### config.mk
export PLATFORM = sky130hd
export DESIGN_NAME = conv_result_writer
export DESIGN_NICKNAME = d
export VERILOG_FILES = /design/src/rtl/conv_result_writer.sv
export SDC_FILE = /design/constraint.sdc
export NUM_CORES = 1
export LEC_CHECK = 0
export ABC_AREA = 0
export BUFFER_PORTS_ARGS = -buffer_cell sky130_fd_sc_hd__buf_4
export CORE_UTILIZATION = 45
export CTS_CLUSTER_SIZE = 30
export DETAILED_ROUTE_END_ITERATION = 8
export HOLD_SLACK_MARGIN = 0.05
export SLEW_MARGIN = 20
export SYNTH_ARGS = -nofsm -noshare
export SYNTH_HDL_FRONTEND = slang
export SYNTH_SLANG_ARGS = --single-unit
export TNS_END_PERCENT = 5
### constraint.sdc
create_clock -name clk -period 8.3 [get_ports clk]
set_input_delay 0.83 -clock clk [delete_from_list [all_inputs] [get_ports clk]]
set_output_delay 0.83 -clock clk [all_outputs]
set_load 0.05 [all_outputs]
### src/rtl/conv_result_writer.sv
// Convolution write-back: clips MAC results to pixel width, queues them in a 2-entry FIFO
// and writes them row-major to the result frame. Define CENTER_ADDR_EN for kernel-centre addressing.
module conv_result_writer #(
    parameter int unsigned W      = 220,
    parameter int unsigned H      = 220,
    parameter int unsigned DW_IN  = 20,
    parameter int unsigned DW_OUT = 8,
    parameter int unsigned SHIFT  = 0
) (
    input  logic                    clk,
    input  logic                    rstn,
    input  logic                    start,
    input  logic [3:0]              m,
    input  logic                    res_valid,
    input  logic signed [DW_IN-1:0] res_data,
    output logic                    res_ready,
    input  logic                    mem_ready,
    output logic                    wr_en,
    output logic [15:0]             wr_addr,
    output logic [DW_OUT-1:0]       wr_data,
    output logic                    busy,
    output logic                    frame_done,
    output logic [15:0]             pix_count
);

    localparam int unsigned EW = 16 + DW_OUT;
    localparam logic signed [DW_IN-1:0] MaxV = DW_IN'((1 << DW_OUT) - 1);

    typedef enum logic [1:0] {StIdle, StRun, StDrain, StDone} state_e;

    state_e      state_q;
    logic [3:0]  m_q;
    logic [15:0] col_q, row_q;
    logic [15:0] ow, oh;
    logic        last_pos;

    logic [EW-1:0] fifo_q [2];
    logic          rd_ptr_q, wr_ptr_q;
    logic [1:0]    count_q;
    logic          push, pop;

    logic signed [DW_IN-1:0] shifted;
    logic [DW_OUT-1:0]       clipped;
    logic [15:0]             addr;

    assign ow       = 16'(W) - {12'd0, m_q} + 16'd1;
    assign oh       = 16'(H) - {12'd0, m_q} + 16'd1;
    assign last_pos = (col_q == ow - 16'd1) && (row_q == oh - 16'd1);

    assign res_ready = (state_q == StRun) && (count_q != 2'd2);
    assign push      = res_valid && res_ready;
    assign wr_en     = (count_q != 2'd0);
    assign pop       = wr_en && mem_ready;
    assign {wr_addr, wr_data} = fifo_q[rd_ptr_q];

    always_comb begin
        shifted = res_data >>> SHIFT;
        if (shifted < 0) begin
            clipped = '0;
        end else if (shifted > MaxV) begin
            clipped = '1;
        end else begin
            clipped = shifted[DW_OUT-1:0];
        end
    end

`ifdef CENTER_ADDR_EN
    logic [3:0]  half4;
    logic [15:0] half;
    assign half4 = (m_q - 4'd1) >> 1;
    assign half  = {12'd0, half4};
    assign addr  = (row_q + half) * 16'(W) + col_q + half;
`else
    assign addr = row_q * ow + col_q;
`endif

    // Frame control: position counters, latched kernel size and registered status outputs.
    always_ff @(posedge clk) begin
        if (!rstn) begin
            state_q    <= StIdle;
            m_q        <= 4'd1;
            col_q      <= '0;
            row_q      <= '0;
            pix_count  <= '0;
            busy       <= 1'b0;
            frame_done <= 1'b0;
        end else begin
            unique case (state_q)
                StIdle: begin
                    frame_done <= 1'b0;
                    if (start) begin
                        m_q       <= (m == 4'd0) ? 4'd1 : m;
                        col_q     <= '0;
                        row_q     <= '0;
                        pix_count <= '0;
                        busy      <= 1'b1;
                        state_q   <= StRun;
                    end
                end
                StRun: begin
                    if (push) begin
                        pix_count <= pix_count + 16'd1;
                        if (col_q == ow - 16'd1) begin
                            col_q <= '0;
                            row_q <= row_q + 16'd1;
                        end else begin
                            col_q <= col_q + 16'd1;
                        end
                        if (last_pos) begin
                            state_q <= StDrain;
                        end
                    end
                end
                StDrain: begin
                    if (count_q == 2'd0) begin
                        busy       <= 1'b0;
                        frame_done <= 1'b1;
                        state_q    <= StDone;
                    end
                end
                StDone: begin
                    frame_done <= 1'b0;
                    state_q    <= StIdle;
                end
                default: state_q <= StIdle;
            endcase
        end
    end

    // Two-entry FIFO; the head only moves on a pop, so it holds under back-pressure.
    always_ff @(posedge clk) begin
        if (!rstn) begin
            fifo_q[0] <= '0;
            fifo_q[1] <= '0;
            rd_ptr_q  <= 1'b0;
            wr_ptr_q  <= 1'b0;
            count_q   <= 2'd0;
        end else begin
            if (push) begin
                fifo_q[wr_ptr_q] <= {addr, clipped};
                wr_ptr_q         <= ~wr_ptr_q;
            end
            if (pop) begin
                rd_ptr_q <= ~rd_ptr_q;
            end
            case ({push, pop})
                2'b10:   count_q <= count_q + 2'd1;
                2'b01:   count_q <= count_q - 2'd1;
                default: count_q <= count_q;
            endcase
        end
    end

endmodule

; ---- Yosys cells after proc, flatten, opt, wreduce, memory -nomap -nowiden
; Memories as Yosys holds them, arrays and structs flattened. A register that Yosys moved wholly into a read port is not among the register bits.
; Cells that the tools add are included.
[totals]
input_bits = 29
out_inout_bits = 44
wordCells = 90
memories = 1
ramBits = 48
regBits = 60
[memory_table]
columns = name, words, word_bits, read_ports, rd_ports_with_merged_regs, write_ports, line
row1 = fifo_q, 2, 24, 1, 1, 2, 37  ; logic [EW-1:0] fifo_q [2];
[op_classes]
n_bitwise = 2
n_reduce_logical = 20
n_mux = 32
multipliers = 1
order_cmp = 2
eq_ne = 13
n_addsub = 9
[op_table]
columns = cell, n
row1 = 16-bit two-way mux, 6
row2 = 16-bit case mux with 2 select lines, 3
row3 = 16-bit by 1-bit adder with 16-bit output (second input constant), 3
row4 = 16-bit == test, 2
row5 = 24-bit two-way mux, 1
row6 = 24-bit OR reduction, 1
row7 = 20-bit by 9-bit > comparator with 1-bit output (second input constant), 1
row8 = 20-bit by 1-bit < comparator with 1-bit output (second input constant), 1
row9 = 16-bit adder, 1
row10 = 16-bit by 10-bit multiplier with 16-bit output, 1
row11 = 8-bit two-way mux, 2
row12 = 1-bit two-way mux, 11
row13 = 10-bit by 2-bit subtractor with 11-bit output (second input constant), 1
row14 = 9-bit by 2-bit adder with 10-bit output (second input constant), 1
row15 = 2-bit inequality test (second input constant), 5
row16 = 2-bit nonzero test, 5
row17 = 8-bit by 4-bit subtractor with 9-bit output (first input constant), 1
row18 = 2-bit two-way mux, 4
row19 = 2-bit case mux with 4 select lines, 1
row20 = 4-bit AND reduction, 2
row21 = 2-bit == test (second input constant), 3
row22 = 3-bit AND reduction, 2
row23 = 2-bit by 1-bit == test with 1-bit output (second input constant), 2
row24 = 1-bit logical AND, 4
row25 = other kinds (11), 15

; ---- Longest topological paths before layout
; Gate-level depths: netlist (run 1).
[logic_depth]
word_depth = 8
ltp_mapped = 25
mapped_depth_nobuf = 24

; ---- Worst setup path after synthesis (run 1)
; OpenSTA, ideal clock, no wires.
[synth_path]
path_kind = reg-to-reg
startpoint = register m_q[0]
endpoint = memory fifo_q[0][23] in the netlist's numbering (data pin)
path_stages_with_launch = 26
required_time_ns = 8.034
path_buffers = 2
slack_ns = 1.956
period_less_slack_ns = 6.344
t_arrival_ns = 6.078
setup_ns = 0.266
path_cell_list = dfxtp_1 > inv_1 > ha_1 > buf_2 > mux2i_1 > o221a_2 > and2_0 > clkbuf_1 > nand2_1 > fa_1 > inv_1 > fa_1 > ha_1 > fa_1 > inv_1 > fa_1 > inv_1 > ha_1 > a21o_1 > a21oi_1 > o31ai_1 > o41ai_1 > nor2_1 > o22ai_1 > xnor2_1 > nor2_1
[synth_rtl]
columns = element, line
row1 = "start, declared", 32  ; logic [3:0] m_q;
row2 = "start signal, assigned", 92  ; m_q <= (m == 4'd0) ? 4'd1 : m;
row3 = "end, declared", 37

==> summary.txt, run 1 <==
Setup WS pre-CTS: 1.39 ns
Core Area: 0.0195 mm²
Syn Nets: 1130
worst r2r dst: fifo_q[1][21]
Die X: 143 µm
WL per Instance: 15.9 µm
GPL Wtd Cong: 0.856
TritonCTS clock tree: done
total number of vias: 6806
fraction of layout cells with a size suffix above 1: 13.9%
top-area cell type share of the netlist area: 16.1%
Design Area, Final: 0.00996 mm²
GRT overflow: 0
asr flop ratio synth: 0%
clock tree sinks: 109
post_cts resized: 0
Final Hold Fails: 0
IO Port Bufs: 72
Power Density: 168 mW/mm²
Achievable Freq: 144 MHz
Post-DP HPWL: 15400 µm
clock buffer count from CTS: 9
Bufs on Longest Clock Path: 2
register area share after synthesis: 29.8%
worst setup path startpoint: m_q[1]
predominant post-synthesis flop cell: dfxtp_1
largest net degree at the start of global routing: 29
kind of cell adding the most delay to the critical path: adder cells
crit share post-route: 83.6%
Worst-Margin Slew: 1.08 ns
Worst Setup End Kind: register
Worst R2R Setup Slack: 1.36 ns
critical path's slowest cell: and2_0
commonest non-fill, non-tap cell in the layout: inv_1
DRT Pass-1 Iters: 5
most frequent cells in the layout: inv_1, nand2_1, nor2_1, buf_4, fa_1
Slew HR: 27.6%
final setup vio count: 0
Peak supply drop: 130 µV
type of the worst min-delay path: register to register
clock latency at the later pin of the worst-skew pair: 0.36 ns
Routed Antenna Nets: 0
Die Span Y: 143 µm
crit path to: fifo_q[1][21]
Buf/Inv on CP: 4
YS warnings: 0
crit start category: register
Worst path depth: 22
Initial Utilization: 45.9%
Post-synth EDFFs: 48
Pleak: 4.32 nW
ant diodes: 0
I/O Pins: 73
first-pass GRT wire length: 34500 µm
CTS clk-pin slew, worst paths: 0.08 ns
vias in the first global route: 6685
Max Transition Viols Final: 0
outcome: finished, final reports clean
CP max stage delay: 0.69 ns
crit-path max FO: 14
Final Net Count: 1176
H-tree levels: 3
flop and latch count out of synthesis: 109
Die Area: 0.0204 mm²
Post-DP Area: 0.00968 mm²
FF-to-FF Start: m_q[1]
path depth of the worst reg2reg path: 22
clock skew: 0.0150 ns
worst path cell trace: inv_1 > ha_1 > mux2i_1 > o221a_2 > and2_0 > nand2_1 > fa_1 > inv_1 > fa_1 > ha_1 > fa_1 > inv_1 > fa_1 > inv_1 > ha_1 > a21o_1 > a21oi_1 > o31ai_1 > o41ai_1 > o21ai_0 > xnor2_1 > nor2_1
GRT Overall Usage: 21.7%
Util after Layout: 51.2%
post-CTS setup buffers: 0
Max-cap violations: 0
sum of negative setup slack: 0 ns
Post-CTS Hold Buffers: 0
CTS Root Buffer Type: clkbuf_16
PnR worst setup slack: 1.36 ns
synthesized area per cell: 9.12 µm²
drc violations: 0
Critical Path RT: 8.39 ns
via density per instance: 5.25
largest cells by area after synthesis: fa_1, edfxtp_1, dfxtp_1
unique cell type count in the Yosys netlist: 73
final wirelength: 20700 µm
Tmin final: 6.94 ns
Area growth, synth to finish: 11.4%
# rows: 51
Syn Inst Count: 980
RSZ-0062 raised after global routing: no
Syn Std Cell Area: 0.00894 mm²
area leader, netlist: fa_1
Critical Setup Path Class: register to register
DR iter-0 viols: 376
crit path DAT: 7.02 ns
initial antenna violation count: 0
[report_power, final]
part	leakage (nW)	internal, W	switching [W]
Clock	0.140	0.000209	0.000208
Combinational	3.19	0.000207	0.000408
Sequential	0.992	0.000604	0.0000376
Total	4.32	0.00102	0.000653
[final cells by class]
cell class,instances,area (µm²)
clock buffer,10,229
clock inverter,6,51.3
fill,1836,9500
inverter,127,477
multi-input combinational,702,5630
sequential,109,2660
tap,265,332
timing repair buffer,77,578
[per-stage QoR]
step           total power (W)  cells  hold slack [ns]
2_1_floorplan          0.00110    980            0.455
3_3_place_gp           0.00126   1280            0.476
3_5_place_dp           0.00127   1280            0.480
4_1_cts                0.00168   1296            0.492
5_1_grt                0.00175   1296            0.526
6_report               0.00167   1296            0.490
[tightest hold or removal path, delay by kind of cell, from the launching register on]
kind / cells / cell delay [ns]
DFF: 1 / 0.33
muxes: 1 / 0.06
and+or+nand+nor: 1 / 0.06
[logic make-up (layout without fill, tap and decap cells)]
| kind of cell | Yosys count | count (layout) | share of synthesized area (%) |
|---|---|---|---|
| muxes | 36 | 36 | 4.37 |
| adders and majority gates | 121 | 121 | 23.0 |
| xor gates and xnor gates | 55 | 55 | 5.89 |
| buffers and inverters | 169 | 220 | 7.43 |
| AOI/OAI and AO/OA | 117 | 117 | 9.76 |
| DFF | 109 | 109 | 29.8 |
| and+or+nand+nor | 373 | 373 | 19.8 |
[sequential cells by signal (all words and copies together), names as in the netlist, named ones only]
| register | count |
|---|---|
| frame_done | 1 |
| col_q | 16 |
| count_q | 2 |
| wr_ptr_q | 1 |
| m_q | 4 |
| fifo_q | 48 |
| state_q | 2 |
| pix_count | 16 |
| rd_ptr_q | 1 |
| row_q | 16 |
| busy | 1 |
[how the worst min path moves through the flow]
stage	cells past startpoint	endpoint	start
2_1_floorplan	2	row_q[15]	row_q[15]
3_3_place_gp	2	state_q[1]	state_q[1]
3_5_place_dp	2	state_q[1]	state_q[1]
4_1_cts	2	state_q[1]	state_q[1]
5_1_grt	2	frame_done	frame_done
6_report	2	state_q[1]	state_q[1]
[cell usage after synthesis (3+ instances only)]
cell type    n
a211o_1      4
a21o_1       9
a21oi_1     26
a31o_2       4
a32oi_1      3
and2_1      20
and3_1      17
buf_2        3
buf_4        3
clkbuf_1    33
dfxtp_1     61
edfxtp_1    48
fa_1        72
ha_1        49
inv_1      125
mux2_2      24
mux2i_1     12
nand2_1    116
nand2b_1     9
nand3_1     24
nand4_1     20
nor2_1     105
nor2b_1      8
nor3_1      14
nor4_1      11
nor4b_1      3
o211ai_1     5
o21a_1       6
o21ai_0     24
o41ai_1      7
or2_2        6
or3_1        8
xnor2_1     28
xor2_1      24
[per-layer routing]
metal / routed length [µm] / track usage, % / vias up
met1: 9570 / 28.2 / 3250
met2: 9760 / 37.1 / 164
met4: 414 / 6.45 / 0
li1: - / - / 3360
met3: 905 / 3.49 / 32
met5: 0 / 0 / -
Power figures use the tool's default switching activity.
==> inputs of run 2 (changes only) <==
PLACE_DENSITY = 0.65   (was unset)
clock period = 5.55 ns   (was 8.3 ns; I/O delays follow)
==> run 2 against run 1 <==
Sequential cell count did not move. Routed wire length grew 2.6%. Worst setup slack got worse by 1.3 ns. Clock skew fell by 0.0042 ns. Hold slack lost 0.0069 ns. Core utilization rose by 3.3 points. First-iteration DRC count shrank 26%. Register-to-register slack lost 1.3 ns. Global-route usage rose by 0.34 points.
==> summary.txt, run 2 (synthesis gave the netlist of run 1 again) <==
clock skew: 0.0108 ns
I/O Pins: 73
outcome: finished, final reports clean
DRT Pass-1 Iters: 4
Hold Crit Depth: 2
GRT overflow: 0
Top reg by flops: fifo_q
CTS clk-pin slew, worst paths: 0.08 ns
final setup vio count: 0
Final Net Count: 1221
Gate power share: 39.4%
Bufs on Longest Clock Path: 2
Core Area: 0.0195 mm²
clock latency at the later pin of the worst-skew pair: 0.36 ns
Power Density: 245 mW/mm²
TritonCTS clock tree: done
final wirelength: 21200 µm
type of the worst min-delay path: register to register
Die Span Y: 143 µm
Worst-Margin Slew: 1.11 ns
PnR worst setup slack: 0.0387 ns
total power: 0.00259 W
IO Port Bufs: 72
first-pass GRT wire length: 35100 µm
fraction of layout cells with a size suffix above 1: 21.6%
Tmin final: 5.51 ns
Seq pwr share: 37.0%
Post-DP HPWL: 16100 µm
crit start category: register
clock buffer count from CTS: 9
RSZ-0062 raised after global routing: yes
crit share post-route: 99.3%
Routed Antenna Nets: 0
Die X: 143 µm
crit path DAT: 5.61 ns
total number of vias: 7081
most frequent cells in the layout: inv_1, buf_4, nand2_1, nor2_1, fa_1
CP max stage delay: 0.54 ns
Slew HR: 26.1%
GPL Wtd Cong: 0.851
most used cell along the critical path: fa_1
Area growth, synth to finish: 18.6%
Max-cap violations: 0
path depth of the worst reg2reg path: 22
Final Hold Fails: 0
Critical Setup Path Class: register to register
crit-path max FO: 6
DR iter-0 viols: 280
Worst Setup End Kind: register
Setup WS pre-CTS: -0.111 ns
Pleak: 4.56 nW
Net Sw Frac: 38.0%
initial antenna violation count: 0
commonest non-fill, non-tap cell in the layout: inv_1
H-tree levels: 3
Peak supply drop: 161 µV
clock power share: 23.6%
Net Switching: 0.000987 W
clock tree sinks: 109
Layout fillers: 1748
Achievable Freq: 181 MHz
Max Transition Viols Final: 0
largest net degree at the start of global routing: 29
ant diodes: 0
vias in the first global route: 6914
drc violations: 0
Initial Utilization: 45.9%
via density per instance: 5.28
WL per Instance: 15.8 µm
Critical Path RT: 5.64 ns
max FFs per register: 48
worst path cell trace: inv_4 > ha_4 > mux2i_4 > o221a_4 > and2_4 > nand2_2 > fa_1 > inv_1 > fa_1 > fa_1 > fa_1 > inv_1 > fa_1 > inv_1 > ha_4 > o21ai_0 > a21oi_1 > o41ai_4 > nor2_2 > o22ai_2 > xnor2_2 > nor2_1
Die Area: 0.0204 mm²
GRT Overall Usage: 22.1%
critical path's slowest cell: fa_1
Cell Int Power: 0.00161 W
# rows: 51
CTS Root Buffer Type: clkbuf_16
-- run 2: changes by cell type in the layout (fill, tap and decap cells not counted), moves of 3 or more --
cell,change
buf_4,+42
ha_1,-10
ha_4,+9
nand2_1,-7
nand2_2,+7
a21oi_1,-5
inv_1,-4
o21ai_0,-4
a21oi_2,+3
buf_12,+3
fa_1,-3
fa_2,+3
inv_2,+3
o21ai_1,+3
-- run 2: timing repair --
action,CTS,global route
pin swaps,13,13
setup buffers,3,0
resized for setup,7,23
hold buffers,0,0
endpoints found under the setup margin,10,14
-- run 2: worst paths after layout --
path              slack (ns)            end  startpoint
hold reg to reg         0.48     frame_done  frame_done
setup / recovery        0.04  fifo_q[1][23]      m_q[0]
hold / removal          0.48     frame_done  frame_done
setup reg to reg        0.04  fifo_q[1][23]      m_q[0]
-- run 2: through the flow --
step	area [µm²]	utilization (%)	hold slack [ns]	std cells	TNS [ns]
finish	10600	54.5	0.483	1341	0
floorplan	9100	-	0.455	980	-0.115
detailed placement	10100	52.2	0.475	1322	-0.596
CTS	10500	53.9	0.468	1341	-0.0153
global route	10600	54.5	0.475	1341	-0.927
global placement	10100	52.1	0.466	1322	-0.0207
-- run 2: layer usage --
layer | GRT usage, % | up-vias | share of wire, %
li1 | - | 3434 | -
met1 | 28.6 | 3420 | 45
met2 | 36.9 | 199 | 47
met3 | 3.76 | 28 | 5.4
met4 | 7.92 | 0 | 2.7
met5 | 0 | - | 0
-- run 2: final cells by class --
| class | instances | area, µm² | share of cell area (%) |
|---|---|---|---|
| multi-input combinational | 702 | 5900 | 55.6 |
| tap | 265 | 332 | 3.13 |
| clock inverter | 6 | 45.0 | 0.425 |
| sequential | 109 | 2670 | 25.2 |
| inverter | 127 | 479 | 4.52 |
| clock buffer | 10 | 229 | 2.16 |
| timing repair buffer | 122 | 953 | 8.99 |
-- run 2: critical path: cells and delay by family, from the launching register on --
family	cells	cell delay, ns
fa+ha+maj	7	3.06
compound gates	5	0.74
simple gates	4	0.46
flops	1	0.37
mux	1	0.25
buf+inv	4	0.21
xor+xnor	1	0.14
-- run 2: power groups by stage --
stage | Sequential, W | Combinational (W) | Clock (W)
5_1_grt | 0.000972 | 0.00110 | 0.000654
2_1_floorplan | 0.000968 | 0.000702 | 0
3_3_place_gp | 0.000977 | 0.000995 | 0
6_report | 0.000961 | 0.00102 | 0.000612
3_5_place_dp | 0.000980 | 0.00100 | 0
4_1_cts | 0.000962 | 0.00102 | 0.000632
